$ cat src/rtl/pc_predictor_pkg.sv
// Shared constants, BTB entry layout and saturating-counter helper for the
// fetch-stage pc predictor.
package pc_pkg;

    localparam int          PC_ADDRESS_WIDTH = 32;
    localparam int          PC_BTB_ENTRIES   = 16;
    localparam int          PC_IDX_W         = $clog2(PC_BTB_ENTRIES);
    localparam int          PC_TAG_W         = PC_ADDRESS_WIDTH - PC_IDX_W - 2;
    localparam logic [31:0] PC_RESET_VECTOR  = 32'hBFC00000;

    localparam logic [1:0]  CTR_WEAK_NT = 2'b01;
    localparam logic [1:0]  CTR_WEAK_T  = 2'b10;

    // Entry layout for the default geometry; btb_table re-derives the same
    // shape from its own parameters so other geometries stay consistent.
    typedef struct packed {
        logic                        valid;
        logic [PC_TAG_W-1:0]         tag;
        logic [PC_ADDRESS_WIDTH-1:0] target;
        logic [1:0]                  ctr;
    } btb_entry_t;

    function automatic logic [1:0] ctr_next(input logic [1:0] ctr, input logic taken);
        logic [1:0] nxt;
        nxt = ctr;
        if (taken && ctr != 2'b11) begin
            nxt = ctr + 2'b01;
        end else if (!taken && ctr != 2'b00) begin
            nxt = ctr - 2'b01;
        end
        return nxt;
    endfunction

endpackage

$ cat src/rtl/pc_predictor_btb_table.sv
// Direct-mapped branch target buffer: asynchronous lookup on the fetch pc,
// synchronous counter update / allocation from execute-stage resolution.
module btb_table
    import pc_pkg::*;
#(
    parameter int ADDRESS_WIDTH = PC_ADDRESS_WIDTH,
    parameter int BTB_ENTRIES   = PC_BTB_ENTRIES
) (
    input  logic                     clk,
    input  logic                     rst_n,
    input  logic [ADDRESS_WIDTH-1:0] i_lookup_pc,
    output logic                     o_pred_taken,
    output logic [ADDRESS_WIDTH-1:0] o_target,
    input  logic                     i_upd_valid,
    input  logic [ADDRESS_WIDTH-1:0] i_upd_pc,
    input  logic                     i_upd_taken,
    input  logic [ADDRESS_WIDTH-1:0] i_upd_target
);

    localparam int IDX_W = $clog2(BTB_ENTRIES);
    localparam int TAG_W = ADDRESS_WIDTH - IDX_W - 2;

    typedef struct packed {
        logic                     valid;
        logic [TAG_W-1:0]         tag;
        logic [ADDRESS_WIDTH-1:0] target;
        logic [1:0]               ctr;
    } entry_t;

    entry_t r_entry [BTB_ENTRIES];

    logic [IDX_W-1:0] w_lidx;
    logic [IDX_W-1:0] w_uidx;
    logic [TAG_W-1:0] w_ltag;
    logic [TAG_W-1:0] w_utag;
    entry_t           w_lentry;
    entry_t           w_uentry;
    logic             w_lhit;
    logic             w_uhit;
    logic             w_unused_low_bits;

    assign w_lidx   = i_lookup_pc[IDX_W+1:2];
    assign w_ltag   = i_lookup_pc[ADDRESS_WIDTH-1:IDX_W+2];
    assign w_uidx   = i_upd_pc[IDX_W+1:2];
    assign w_utag   = i_upd_pc[ADDRESS_WIDTH-1:IDX_W+2];
    assign w_lentry = r_entry[w_lidx];
    assign w_uentry = r_entry[w_uidx];
    assign w_lhit   = w_lentry.valid && (w_lentry.tag == w_ltag);
    assign w_uhit   = w_uentry.valid && (w_uentry.tag == w_utag);

    // Lookup reads registered contents only, so a same-cycle update is seen
    // one cycle later.
    assign o_pred_taken = w_lhit && w_lentry.ctr[1];
    assign o_target     = w_lentry.target;

    assign w_unused_low_bits = ^{i_lookup_pc[1:0], i_upd_pc[1:0]};

    always_ff @(posedge clk or negedge rst_n) begin
        if (!rst_n) begin
            for (int i = 0; i < BTB_ENTRIES; i++) begin
                r_entry[i] <= '{valid: 1'b0, tag: '0, target: '0, ctr: CTR_WEAK_NT};
            end
        end else if (i_upd_valid) begin
            if (w_uhit) begin
                r_entry[w_uidx].ctr <= ctr_next(w_uentry.ctr, i_upd_taken);
                if (i_upd_taken) begin
                    r_entry[w_uidx].target <= i_upd_target;
                end
            end else if (i_upd_taken) begin
                r_entry[w_uidx] <= '{valid: 1'b1, tag: w_utag, target: i_upd_target, ctr: CTR_WEAK_T};
            end
        end
    end

endmodule

$ cat src/rtl/pc_predictor.sv
// Fetch-stage program counter: next-pc priority mux (trigger, redirect,
// stall, BTB prediction, sequential) in front of the BTB.
module pc_predictor
    import pc_pkg::*;
#(
    parameter int                       ADDRESS_WIDTH = PC_ADDRESS_WIDTH,
    parameter logic [ADDRESS_WIDTH-1:0] RESET_VECTOR  = PC_RESET_VECTOR,
    parameter int                       BTB_ENTRIES   = PC_BTB_ENTRIES
) (
    input  logic                     clk,
    input  logic                     rst_n,
    input  logic                     stall,
    input  logic                     trigger,
    input  logic                     redirect,
    input  logic [ADDRESS_WIDTH-1:0] redirect_pc,
    input  logic                     upd_valid,
    input  logic [ADDRESS_WIDTH-1:0] upd_pc,
    input  logic                     upd_taken,
    input  logic [ADDRESS_WIDTH-1:0] upd_target,
    output logic [ADDRESS_WIDTH-1:0] pc,
    output logic                     pred_taken,
    output logic [ADDRESS_WIDTH-1:0] pred_target
);

    logic [ADDRESS_WIDTH-1:0] r_pc;
    logic [ADDRESS_WIDTH-1:0] w_next_pc;
    logic [ADDRESS_WIDTH-1:0] w_pc_plus4;
    logic [ADDRESS_WIDTH-1:0] w_btb_target;
    logic                     w_btb_taken;

    btb_table #(
        .ADDRESS_WIDTH (ADDRESS_WIDTH),
        .BTB_ENTRIES   (BTB_ENTRIES)
    ) u_btb (
        .clk          (clk),
        .rst_n        (rst_n),
        .i_lookup_pc  (r_pc),
        .o_pred_taken (w_btb_taken),
        .o_target     (w_btb_target),
        .i_upd_valid  (upd_valid),
        .i_upd_pc     (upd_pc),
        .i_upd_taken  (upd_taken),
        .i_upd_target (upd_target)
    );

    // Sequential successor wraps modulo 2^ADDRESS_WIDTH.
    assign w_pc_plus4  = r_pc + ADDRESS_WIDTH'(4);
    assign pc          = r_pc;
    assign pred_taken  = w_btb_taken;
    assign pred_target = w_btb_taken ? w_btb_target : w_pc_plus4;

    always_comb begin
        w_next_pc = pred_target;
        if (trigger) begin
            w_next_pc = RESET_VECTOR;
        end else if (redirect) begin
            w_next_pc = redirect_pc;
        end else if (stall) begin
            w_next_pc = r_pc;
        end
    end

    always_ff @(posedge clk or negedge rst_n) begin
        if (!rst_n) begin
            r_pc <= RESET_VECTOR;
        end else begin
            r_pc <= w_next_pc;
        end
    end

endmodule
$ cat config.mk
export PLATFORM = sky130hd
export DESIGN_NAME = pc_predictor
export DESIGN_NICKNAME = d
export VERILOG_FILES = /design/src/rtl/pc_predictor_pkg.sv /design/src/rtl/pc_predictor_btb_table.sv /design/src/rtl/pc_predictor.sv
export SDC_FILE = /design/constraint.sdc
export NUM_CORES = 2
export LEC_CHECK = 0
export BUFFER_PORTS_ARGS = -buffer_cell sky130_fd_sc_hd__buf_2
export CORE_AREA = 4 4 298 300
export CTS_CLUSTER_DIAMETER = 150
export DETAILED_ROUTE_END_ITERATION = 10
export DIE_AREA = 0 0 302 304
export PLACE_DENSITY = 0.77
export SYNTH_ARGS = -nofsm -noshare
export SYNTH_HDL_FRONTEND = slang
export SYNTH_SLANG_ARGS = --single-unit
$ cat constraint.sdc
create_clock -name clk -period 4.3 [get_ports clk]
set_input_delay 0.215 -clock clk [delete_from_list [all_inputs] [get_ports clk]]
set_output_delay 0.215 -clock clk [all_outputs]
set_load 0.005 [all_outputs]
==> impl_metrics.py <==
metrics = {
    "status": {
        "outcome": "finished, violations left",
        "violations": "negative setup slack",
    },
    "route": {
        "wl_per_cell_um": 31.06,
        "first_pass_iters": 6,
        "drt_iter0_drc": 4219,
        "drtAntennaViolNets": 0,
        "route.detailed.drc": 0,
        "vias": 34240,
        "viasPerCell": 6.871,
        "drt_wl_total_um": 154800,
    },
    "power": {
        "peakVddDrop_uv": 430.7,
        "power.leakage_nw": 25.93,
        "power_density_nw_per_um2": 469.0,
        "power_mw": 27.89,
    },
    "setup_path": {
        "slowest_delay_ns": 0.57,
        "path_max_fanout": 7,
        "worst-path-buf-inv": 4,
        "cp_common_cell": "buf_12",
        "crit_path_end_kind": "primary output",
        "cp_slowest_cell": "mux4_2",
        "required_ns": 4.09,
        "path_delay_family": "multiplexers",
        "start_kind": "flip-flop",
        "critPathKind": "flip-flop to primary output",
        "cp.arrival_ns": 4.42,
        "worstPathCellList": "buf_12 -> buf_12 -> mux4_1 -> mux4_2 -> xnor2_2 -> nor3b_2 -> nand4_1 -> or3_4 -> buf_16 -> mux2_4 -> buf_6",
    },
    "floorplan": {
        "die-area_um2": 91810,
        "fp.dieW_um": 302,
        "core.rowCount": 108,
        "ioPinCount": 168,
        "core-area_um2": 86210,
        "fp.dieH_um": 304,
        "initial_utilization_pct": 59.40,
    },
    "yosys": {
        "ys.flop_type": "dfrtp_1",
        "syn_avg_cell_area_um2": 14.63,
        "synth_nets": 3607,
        "synth.top_cell.area_share_pct": 48.03,
        "ys_seq_elements": 1008,
        "ys_seq_area_share_pct": 49.32,
        "ys_warn_count": 0,
        "synth_common_cells": "dfrtp_1 (983), mux2_2 (895), mux4_2 (378)",
        "ys_types": 73,
        "synth_top_area_cell": "dfrtp_1",
        "netlist_area_um2": 51210,
        "synth_enable_flop_cells": 0,
        "async_flop_share_pct": 100.0,
        "synthTopCellsByArea": "dfrtp_1 (48%), mux2_2 (20%), mux4_2 (17%)",
        "synth_most_common_cell": "dfrtp_1",
        "synth_cells": 3501,
    },
    "cts": {
        "cts_max_path_buffers": 3,
        "clock-root-buffer": "clkbuf_16",
        "clk_pin_slew_worst_paths_ns": 0.06,
        "tritoncts": "done",
        "numCtsBuffers": 106,
        "cts_num_sinks": 1008,
        "cts-htree-levels": 3,
        "clock_latency_ns": 0.69,
    },
    "cells_and_area": {
        "final_area_um2": 59470,
        "drive_gt1_share_pct": 51.74,
        "syn_to_final_growth_pct": 16.13,
        "fin_nets": 3833,
        "finalCoreUtilization_pct": 68.98,
        "instances_no_fill": 4983,
    },
    "sta": {
        "holdWs_ns": 0.03712,
        "worst_slew_pin_slew_ns": 1.163,
        "slew_headroom_pct": 21.92,
        "post-route-min-period_ns": 4.637,
        "worst_slack_ns": -0.3366,
        "maxSlewViolCount": 0,
        "fmax_mhz": 215.7,
        "rsz0062_at_grt": "yes",
        "final-setup-viol-count": 33,
        "post-route-period-util_pct": 107.8,
        "hold_violations": 0,
        "fin_worst_skew_ns": 0.02538,
    },
    "global_route": {
        "busiest_layer": "met2",
        "grt.total_usage_pct": 33.77,
        "antenna_found_initial": 14,
        "grt_pass1_wl_um": 232700,
        "grt_pass1_vias": 36830,
        "met2_usage_pct": 52.09,
        "use_met1_pct": 45.06,
        "grt_overflow_total": 0,
        "grt_max_degree": 115,
        "grt_util_met3_pct": 8.747,
    },
    "min_path": {
        "hold_path.class": "input pin to flip-flop",
    },
    "placed_design": {
        "hpwlAfterDp_um": 96070,
        "gp_congestion": 0.9249,
        "numPortBuffers": 165,
        "placedCellCount": 4660,
        "placed_area_um2": 54030,
    },
    "flow_run": {
        "cap_violations": 0,
    },
}
## report_power, final
part / leakage (nW) / internal [mW] / switching (mW)
Combinational: 11.3 / 3.34 / 2.48
Clock: 1.82 / 5.58 / 3.94
Sequential: 12.8 / 11.3 / 1.26
Total: 25.9 / 20.2 / 7.68
## final timing paths
| kind | from | endpoint | slack (ns) | cells after the start |
|---|---|---|---|---|
| max | pc[2] | pred_target[24] | -0.34 | 11 |
| min | upd_pc[14] | u_btb.r_entry[774] | 0.04 | 2 |
| max reg2reg | pc[2] | pc[21] | 0.17 | 12 |
| min reg2reg | u_btb.r_entry[885] | u_btb.r_entry[885] | 0.48 | 2 |
| max in group asynchronous | rst_n | pc[26] | 2.77 | 4 |
| min in group asynchronous | rst_n | u_btb.r_entry[953] | 0.20 | 2 |
## sequential cells by signal, summed over array words and instances, names as in the netlist
signal	cells
pc	32
u_btb.r_entry	976
## through the flow
stage,setup slack [ns],setup TNS (ns)
floorplan,0.4134,0
global placement,-0.05848,-0.05848
detailed placement,-0.07657,-0.08209
CTS,-0.3060,-8.555
global route,-0.3782,-11.12
finish,-0.3366,-9.470
## layer usage
layer / vias to the layer above / routed length (um)
li1: 13560 / -
met1: 18120 / 57950
met2: 2046 / 74040
met3: 501 / 15090
met4: 8 / 7638
met5: - / 45
## kinds of logic after synthesis
kind of cell	after synthesis	share of synthesized area, %
XOR/XNOR	85	1.454
AO/OA/AOI/OAI	190	2.692
buffers and inverters	344	3.144
AND/OR/NAND/NOR	499	4.578
multiplexers	1372	38.74
adder cells (fa/ha/maj)	3	0.07330
flip-flops	1008	49.32
## placed cells by master, fill, tap and decap left out, drive strengths merged, types with 14 or more instances in the layout
master and instances:
a21o 15, a32o 14, and2 19, buf 372, clkbuf 171, clkinv 21
dfrtp 983, dfstp 25, dlygate4sd3 71, inv 16, mux2 905, mux2i 76
mux4 391, nand2 253, nand2b 14, nand3 35, nand4 19, nor2 50
nor2b 15, nor3 22, o21ai 56, or2 21, or3 14, xnor2 55
xor2 30
## final cells by class
| class | count | area (um^2) |
|---|---|---|
| Fill cell | 5620 | 26740 |
| Sequential cell | 1008 | 25270 |
| Multi-Input combinational cell | 2149 | 24810 |
| Timing Repair Buffer | 447 | 4178 |
| Clock buffer | 169 | 3311 |
| Tap cell | 1155 | 1445 |
| Clock inverter | 29 | 370.4 |
| Inverter | 15 | 62.56 |
| Antenna cell | 11 | 27.53 |
## what timing repair did
action,CTS,global route
buffers inserted,22,16
pin swaps,6,22
gates cloned,5,2
hold buffers,73,0
gates resized for setup,51,69
setup endpoints to repair,34,35
endpoints found under the hold margin,613,0
Note: power is estimated with default switching activity, not from simulation.
